===== src/rtl/req_arbiter4.sv =====
// Four-way request arbiter: registered one-hot grant held until release or hold-limit revocation.
// Define ARB_ROUND_ROBIN_EN for rotating priority; fixed priority (bit 3 highest) otherwise.
module req_arbiter4 #(
  parameter int unsigned MAX_HOLD = 16,
  parameter int unsigned HCNT_W   = 8
) (
  input  logic       clk,
  input  logic       rst,
  input  logic [3:0] req,
  input  logic       done,
  output logic [3:0] gnt,
  output logic [1:0] gnt_id,
  output logic       busy,
  output logic       timeout
);

  typedef enum logic [1:0] {StIdle, StGrant, StRecover} state_e;

  state_e              r_state, w_state_nxt;
  logic [3:0]          r_gnt, w_gnt_nxt;
  logic [1:0]          r_gnt_id, w_gnt_id_nxt;
  logic                r_busy, w_busy_nxt;
  logic                r_timeout, w_timeout_nxt;
  logic [HCNT_W-1:0]   r_hcnt, w_hcnt_nxt;
  logic [1:0]          w_win;
  logic                w_limit;
  logic                w_release;

`ifdef ARB_ROUND_ROBIN_EN
  logic [1:0] r_ptr, w_ptr_nxt;
  logic [1:0] w_idx;
  logic       w_found;

  // Search downward from the pointer, wrapping modulo 4.
  always_comb begin
    w_win   = r_ptr;
    w_idx   = 2'd0;
    w_found = 1'b0;
    for (int k = 0; k < 4; k++) begin
      w_idx = r_ptr - 2'(k);
      if (!w_found && req[w_idx]) begin
        w_win   = w_idx;
        w_found = 1'b1;
      end
    end
  end
`else
  always_comb begin
    if (req[3])      w_win = 2'd3;
    else if (req[2]) w_win = 2'd2;
    else if (req[1]) w_win = 2'd1;
    else             w_win = 2'd0;
  end
`endif

  assign w_limit   = (r_hcnt == HCNT_W'(MAX_HOLD - 1));
  assign w_release = done | ~req[r_gnt_id];

  always_comb begin
    w_state_nxt   = r_state;
    w_gnt_nxt     = r_gnt;
    w_gnt_id_nxt  = r_gnt_id;
    w_busy_nxt    = r_busy;
    w_timeout_nxt = 1'b0;
    w_hcnt_nxt    = r_hcnt;
`ifdef ARB_ROUND_ROBIN_EN
    w_ptr_nxt     = r_ptr;
`endif
    unique case (r_state)
      StIdle: begin
        if (|req) begin
          w_gnt_nxt    = 4'b0001 << w_win;
          w_gnt_id_nxt = w_win;
          w_hcnt_nxt   = '0;
          w_busy_nxt   = 1'b1;
          w_state_nxt  = StGrant;
`ifdef ARB_ROUND_ROBIN_EN
          // The winner becomes lowest priority; a later timeout leaves the same pointer.
          w_ptr_nxt    = w_win - 2'd1;
`endif
        end
      end
      StGrant: begin
        w_hcnt_nxt = r_hcnt + 1'b1;
        // Release wins over the hold limit, so no timeout pulse on a collision.
        if (w_release || w_limit) begin
          w_gnt_nxt     = 4'b0000;
          w_busy_nxt    = 1'b0;
          w_timeout_nxt = ~w_release;
          w_state_nxt   = StRecover;
        end
      end
      StRecover: begin
        w_state_nxt = StIdle;
      end
      default: begin
        w_state_nxt = StIdle;
      end
    endcase
  end

  always_ff @(posedge clk or posedge rst) begin
    if (rst) begin
      r_state   <= StIdle;
      r_gnt     <= 4'b0000;
      r_gnt_id  <= 2'd0;
      r_busy    <= 1'b0;
      r_timeout <= 1'b0;
      r_hcnt    <= '0;
`ifdef ARB_ROUND_ROBIN_EN
      r_ptr     <= 2'd3;
`endif
    end else begin
      r_state   <= w_state_nxt;
      r_gnt     <= w_gnt_nxt;
      r_gnt_id  <= w_gnt_id_nxt;
      r_busy    <= w_busy_nxt;
      r_timeout <= w_timeout_nxt;
      r_hcnt    <= w_hcnt_nxt;
`ifdef ARB_ROUND_ROBIN_EN
      r_ptr     <= w_ptr_nxt;
`endif
    end
  end

  assign gnt     = r_gnt;
  assign gnt_id  = r_gnt_id;
  assign busy    = r_busy;
  assign timeout = r_timeout;

endmodule


===== config.mk =====
export PLATFORM = sky130hd
export DESIGN_NAME = req_arbiter4
export DESIGN_NICKNAME = d
export VERILOG_FILES = /design/src/rtl/req_arbiter4.sv
export SDC_FILE = /design/constraint.sdc
export NUM_CORES = 1
export LEC_CHECK = 0
export CORE_AREA = 10 10 51 53
export CTS_CLUSTER_SIZE = 8
export DETAILED_ROUTE_END_ITERATION = 8
export DIE_AREA = 0 0 61 63
export GPL_TIMING_DRIVEN = 0
export PLACE_DENSITY_LB_ADDON = 0.05
export SLEW_MARGIN = 10
export SYNTH_ARGS = -nofsm -noshare
export SYNTH_HDL_FRONTEND = slang
export SYNTH_SLANG_ARGS = --single-unit

===== constraint.sdc =====
create_clock -name clk -period 3.6 [get_ports clk]
set_input_delay 0.72 -clock clk [delete_from_list [all_inputs] [get_ports clk]]
set_output_delay 0.72 -clock clk [all_outputs]
set_load 0.02 [all_outputs]

==> impl_results.md, run 1 <==
- Result of the run: completed
- Element type at the critical path end: register
- Cells after Synth: 85
- Fraction of final layout cells sized beyond drive strength 1: 8.74%
- Total CTS buffers: 3
- Type of the setup path with the least slack: input pin to register
- Power density over cell area: 712 nW/um^2
- Switching power: 284 uW
- Sum of negative setup slack: 0 ns
- Post-route core utilization: 63.9%
- I/O Pins: 15
- Sequential share of power: 39.3%
- Max-capacitance violation count: 0
- Combinational share of power: 44.1%
- Startpoint kind of the worst setup timing path: input pin
- Drt total wl: 1820 um
- Switching share of power: 37.7%
- Footprint of the multi-input gates: 369 um^2
- Data arrival time at the worst-slack endpoint: 2.46 ns
- Global-route wire length before repair: 3130 um
- Clock share of power: 16.6%
- Library cell occupying the most area in the post-synthesis netlist: dfrtp_1
- Path type of the worst min-delay path: register to register
- Count leader, synth: dfrtp_1
- Routability congestion estimate from global placement: 0.708
- Clock slew seen by the registers of the worst setup and hold paths: 0.10 ns
- Final Setup Violations: 0
- Post-synthesis net count: 93
- Placeable core area: 1650 um^2
- Number of post-CTS setup repair buffers: 0
- Area after detailed placement: 1020 um^2
- Flip-flop and latch count after synthesis: 18
- Clock period minus final worst setup slack: 2.27 ns
- Fmax: 440 MHz
- FFs w/ async S/R, synth: 100%
- Slew @ Worst Pin: 0.690 ns
- Worst slew margin relative to its limit: 53.9%
- HPWL Detailed: 1400 um
- Remaining routing DRC violations: 0
- Total die area: 3840 um^2
- Number of diodes: 0
- Final cell area excluding filler cells: 1060 um^2
- CTS H-Tree Depth: 1
- Via count of the first global-routing pass: 724
- Final antenna-violating net count: 0
- Chip height: 63 um
- Cell variety after synth: 29
- Number of antenna violations at the first check in global routing: 0
- Routed length per placed instance: 15.2 um
- Netlist area before placement: 858 um^2
- Maximum number of pins on one net before global-route repair: 19
- Number of synthesized flops with an enable pin: 0
- Final cycle utilization of the critical path: 63.1%
- Average size of a mapped cell: 10.1 um^2
- Area added between synthesis and finish: 23.0%
- Setup slack, reg-to-reg: 1.87 ns
- First-iteration detailed-routing DRC count: 3
- Cells taking the most area after synthesis: dfrtp_1, o21ai_0, nand2_1
- Row cnt: 15
- Count of buffers inserted at the top-level ports: 14
- Horiz. Die Dim: 61 um
- Portion of the post-synthesis area used by sequential elements: 52.5%
- Maximum buffer depth of the clock tree: 2
- Synth top area share: 52.5%
- Sum of internal, switching and leakage power: 751 uW
- RSZ-0062 raised after global routing: false
- Insertion delay to the later sink of the worst-skew pair: 0.29 ns
- FF+latch area: 450 um^2
- Critical Path RT: 3.79 ns
- CTS Root Buffer Type: clkbuf_4
- Routed vias: 688
- Layout Skew: 0.00162 ns
- Starting Density: 52.0%
- Top FF cell, synth: dfrtp_1
- # resized after CTS: 0
- Synth cell count leaders: dfrtp_1, nand2_1, o21ai_0
- Global-route total usage across every layer: 10.4%
- Hold Vio Cnt, Final: 0
- Worst-path fanout max: 7
- Internal power: 468 uW
- Filler Cells Inserted: 141
- Count of nets after finishing: 112
- Clock tree from TritonCTS: done
- Leakage power of the design: 0.000490 uW
- Peak supply drop: 0.281 mV
- Number of iterations in the first detailed-routing pass: 5
- Ratio of routed vias to standard cells: 5.73
- Total congestion overflow after global routing: 0
- Sinks on the clock net: 18
- Final Max Tran Viols: 0
- Hold Buf Count CTS: 0
- Yosys Warn Count: 0
-- critical path, cell delays in order --
cell and delay, ns:
clkdlybuf4s50_1 0.52, mux4_2 0.53, nor3b_4 0.19, a21oi_4 0.18
mux2_4 0.31
-- final cells by class --
| cell class | count | share of cell area, % |
|---|---|---|
| Timing Repair Buffer | 14 | 13.3 |
| Buffer | 3 | 1.18 |
| Tap cell | 17 | 2.01 |
| Sequential cell | 18 | 42.7 |
| Inverter | 7 | 2.49 |
| Multi-Input combinational cell | 57 | 35.0 |
| Clock buffer | 4 | 3.44 |
-- kinds of logic after synthesis --
family / Yosys count / share of synthesized area [%]
DFF: 18 / 52.5
muxes: 2 / 4.37
adders and majority gates: 1 / 1.46
buffers and inverters: 10 / 4.52
AOI/OAI and AO/OA: 24 / 18.5
and+or+nand+nor: 30 / 18.7
-- final timing paths --
kind                           start   endpoint  depth (start not counted)
max reg2reg                gnt_id[0]     gnt[0]                          4
max in group asynchronous        rst  r_hcnt[0]                          2
min reg2reg                   gnt[1]     gnt[1]                          1
max                           req[3]     gnt[0]                          5
min in group asynchronous        rst  r_hcnt[7]                          2
min                           gnt[1]     gnt[1]                          1
-- power by group through the flow --
stage	sequential, uW	combinational (uW)	clock, uW
2_1_floorplan	332	183	0
3_3_place_gp	296	331	0
3_5_place_dp	300	337	0
4_1_cts	296	338	128
5_1_grt	304	370	139
6_report	296	331	125
-- per-layer routing --
metal | vias up | share of wire (%) | global-route usage (%)
met1 | 329 | 42 | 11.5
met3 | 6 | 6.3 | 2.44
met5 | - | 0 | 0
met2 | 13 | 49 | 17.1
li1 | 340 | - | -
met4 | 0 | 3.0 | 6.04
-- sequential cells by signal, summed over array words and instances (netlist names) --
register	flops
gnt_id	2
r_hcnt	8
gnt	4
r_state	2
timeout	1
busy	1
-- stage by stage --
stage                     instances  hold WS, ns  setup slack [ns]
after global placement          116        0.461              1.01
after floorplan                  85        0.454              1.66
final                           120        0.486              1.33
after detailed placement        116        0.467              1.01
after global routing            120        0.530              1.26
after CTS                       120        0.492              1.32
-- placed cells by master, fill, tap and decap left out, types with 4 or more instances in the layout --
cell type,netlist,routed
clkdlybuf4s50_1,0,14
dfrtp_1,18,18
inv_1,7,7
nand2_1,10,10
nand3_1,4,4
nor2_1,5,5
o21ai_0,9,9
No activity file was read; power rests on OpenSTA's default activity.
==> run 2, diff against run 1 <==
Settings changed: CORE_AREA 10 10 51 53 to 10 10 55 57, DIE_AREA 0 0 61 63 to 0 0 65 67.
Clock period 3.6 ns to 2 ns, I/O delays scaled along.
==> run 2 against run 1 <==
Utilization is 8.9 points lower. Critical path depth stayed put. Worst setup slack worse by 1.3 ns. Critical path type unchanged. Largest cell class unchanged. Largest power group unchanged. Highest routed layer unchanged.
==> impl_results.md, run 2 (synthesis gave the netlist of run 1 again) <==
- Non-filler instance count after layout: 130 (+8.3%)
- Final Setup Violations: 0 (unchanged)
- Instance count after placement with tap cells included: 126 (+8.6%)
- Count of nets after finishing: 112 (unchanged)
- Sinks on the clock net: 18 (unchanged)
- Critical Path RT: 2.19 ns (-1.60 ns)
- Maximum buffer depth of the clock tree: 2 (unchanged)
- Origin of the critical flop-to-flop path: gnt_id[0]
- Clock period minus final worst setup slack: 1.96 ns
- Area after detailed placement: 1030 um^2 (+1.2%)
- Setup slack after placement: -0.266 ns (-1.28 ns)
- Result of the run: completed
- Number of antenna violations at the first check in global routing: 0 (unchanged)
- Final cell area excluding filler cells: 1070 um^2 (+1.2%)
- Sum of negative setup slack: 0 ns (unchanged)
- Hold Buf Count CTS: 0 (unchanged)
- Clock slew seen by the registers of the worst setup and hold paths: 0.10 ns (about the same)
- Via count of the first global-routing pass: 724 (unchanged)
- # resized after CTS: 0 (unchanged)
- Clock tree from TritonCTS: done
- CTS H-Tree Depth: 1 (unchanged)
- Hold Path Sink: gnt[1]
- First-iteration detailed-routing DRC count: 16 (+13)
- Leakage power of the design: 0.000490 uW (unchanged)
- Final Max Tran Viols: 0 (unchanged)
- Top register by number of flip-flops: r_hcnt
- Setup slack, reg-to-reg: 0.28 ns (-1.59 ns)
- Peak supply drop: 0.549 mV (+96%)
- FF+latch area: 450 um^2 (unchanged)
- Slew @ Worst Pin: 0.683 ns (-0.00756 ns)
- Remaining routing DRC violations: 0 (unchanged)
- Routability congestion estimate from global placement: 0.797 (+13%)
- Most common library cell in the layout ignoring fill and taps: dfrtp_1
- Max-capacitance violation count: 0 (unchanged)
- Hold Vio Cnt, Final: 0 (unchanged)
- Ratio of routed vias to standard cells: 5.24 (-8.6%)
- Element type at the critical path end: register
- Post-route core utilization: 55.0% (-8.9 points)
- Number of post-CTS setup repair buffers: 0 (unchanged)
- Number of flip-flops under the largest register name: 8 (unchanged)
- Number of diodes: 0 (unchanged)
- Count of buffers inserted at the top-level ports: 14 (unchanged)
- Chip height: 67 um (+6.3%)
- Power density over cell area: 1270 nW/um^2 (+79%)
- Worst hold start: gnt[1]
- Filler Cells Inserted: 197 (+40%)
- Total congestion overflow after global routing: 0 (unchanged)
- Routed length per placed instance: 13.9 um (-8.4%)
- Most frequent cells in the layout: dfrtp_1, clkdlybuf4s50_1, nand2_1, o21ai_0, inv_1
- Worst Hold Path Cells: 1 (unchanged)
- Data arrival time at the worst-slack endpoint: 2.15 ns (-0.31 ns)
- Final cycle utilization of the critical path: 97.9%
- CP peak stage delay: 0.53 ns (about the same)
- Placeable core area: 1940 um^2 (+18%)
- I/O Pins: 15 (unchanged)
- Number of iterations in the first detailed-routing pass: 4 (-1)
- Startpoint kind of the worst setup timing path: input pin
- HPWL Detailed: 1300 um (-7.3%)
- Critical-path cell list: clkdlybuf4s50_1, mux4_2, nor3b_4, a21oi_4, mux2_4
- Fmax: 511 MHz
- Number of cells on the worst reg-to-reg path: 4 (unchanged)
- RSZ-0062 raised after global routing: false
- Row cnt: 16 (+1)
- Layout Skew: 0.00175 ns (+0.000126 ns)
- Starting Density: 44.2% (-7.8 points)
- Global-route total usage across every layer: 9.57% (-0.85 points)
- Drt total wl: 1810 um (-0.77%)
- Area added between synthesis and finish: 24.5%
- Type of the setup path with the least slack: input pin to register
- Final setup margin: 0.0424 ns (-1.28 ns)
- Final antenna-violating net count: 0 (unchanged)
- Footprint of the multi-input gates: 369 um^2 (unchanged)
- Maximum number of pins on one net before global-route repair: 19 (unchanged)
- CTS Root Buffer Type: clkbuf_4
- Total CTS buffers: 3 (unchanged)
- Worst-path fanout max: 7 (unchanged)
- Path type of the worst min-delay path: register to register
- Insertion delay to the later sink of the worst-skew pair: 0.30 ns (about the same)
- Routed vias: 681 (-1.0%)
- Global-route wire length before repair: 3310 um (+6.0%)
- Fraction of final layout cells sized beyond drive strength 1: 8.74% (unchanged)
- Total die area: 4360 um^2 (+13%)
- Horiz. Die Dim: 65 um (+6.6%)
- Library cell contributing the largest single delay on the critical path: mux4_2
- Capture point of the worst reg-to-reg path: gnt[0]
- Worst slew margin relative to its limit: 54.4% (+0.50 points)
-- run 2: cell counts in the layout (fill, tap and decap cells not counted) --
Identical to the previous run, type by type.
-- run 2: worst max-delay path, delay by kind of cell --
kind | cells | cell delay [ns]
and+or+nand+nor | 1 | 0.20
muxes | 2 | 0.84
AOI/OAI and AO/OA | 1 | 0.19
buffers and inverters | 1 | 0.52
-- run 2: routing by layer --
layer	global-route usage [%]	up-vias	wire, um
met4	6.42	0	43
met2	15.3	13	801
met1	11.0	321	879
li1	-	342	-
met5	0	-	0
met3	2.68	5	85
-- run 2: through the flow --
step,power [uW],hold slack (ns)
6_report,1360,0.492
4_1_cts,1380,0.497
3_3_place_gp,1130,0.460
5_1_grt,1470,0.525
2_1_floorplan,926,0.339
3_5_place_dp,1150,0.473
-- run 2: layout make-up --
type,instances,area share (%)
Buffer,3,1.17
Inverter,7,2.46
Tap cell,27,3.16
Multi-Input combinational cell,57,34.5
Clock buffer,4,3.40
Timing Repair Buffer,14,13.1
Sequential cell,18,42.2
-- run 2: worst max path at each step --
stage	start	to	slack, ns
floorplan	gnt_id[0]	gnt[0]	0.23
CTS	req[3]	gnt[0]	0.05
finish	req[3]	gnt[0]	0.04
detailed placement	req[3]	gnt[0]	-0.27
global route	req[3]	gnt[0]	0.005
global placement	req[3]	gnt[0]	-0.28
-- run 2: report_power, final --
part	switching (uW)	leakage [uW]	total [uW]	internal, uW
registers	70.1	0.000237	529	459
clock network	115	0.0000210	226	111
logic	330	0.000232	603	272
total	515	0.000490	1360	842
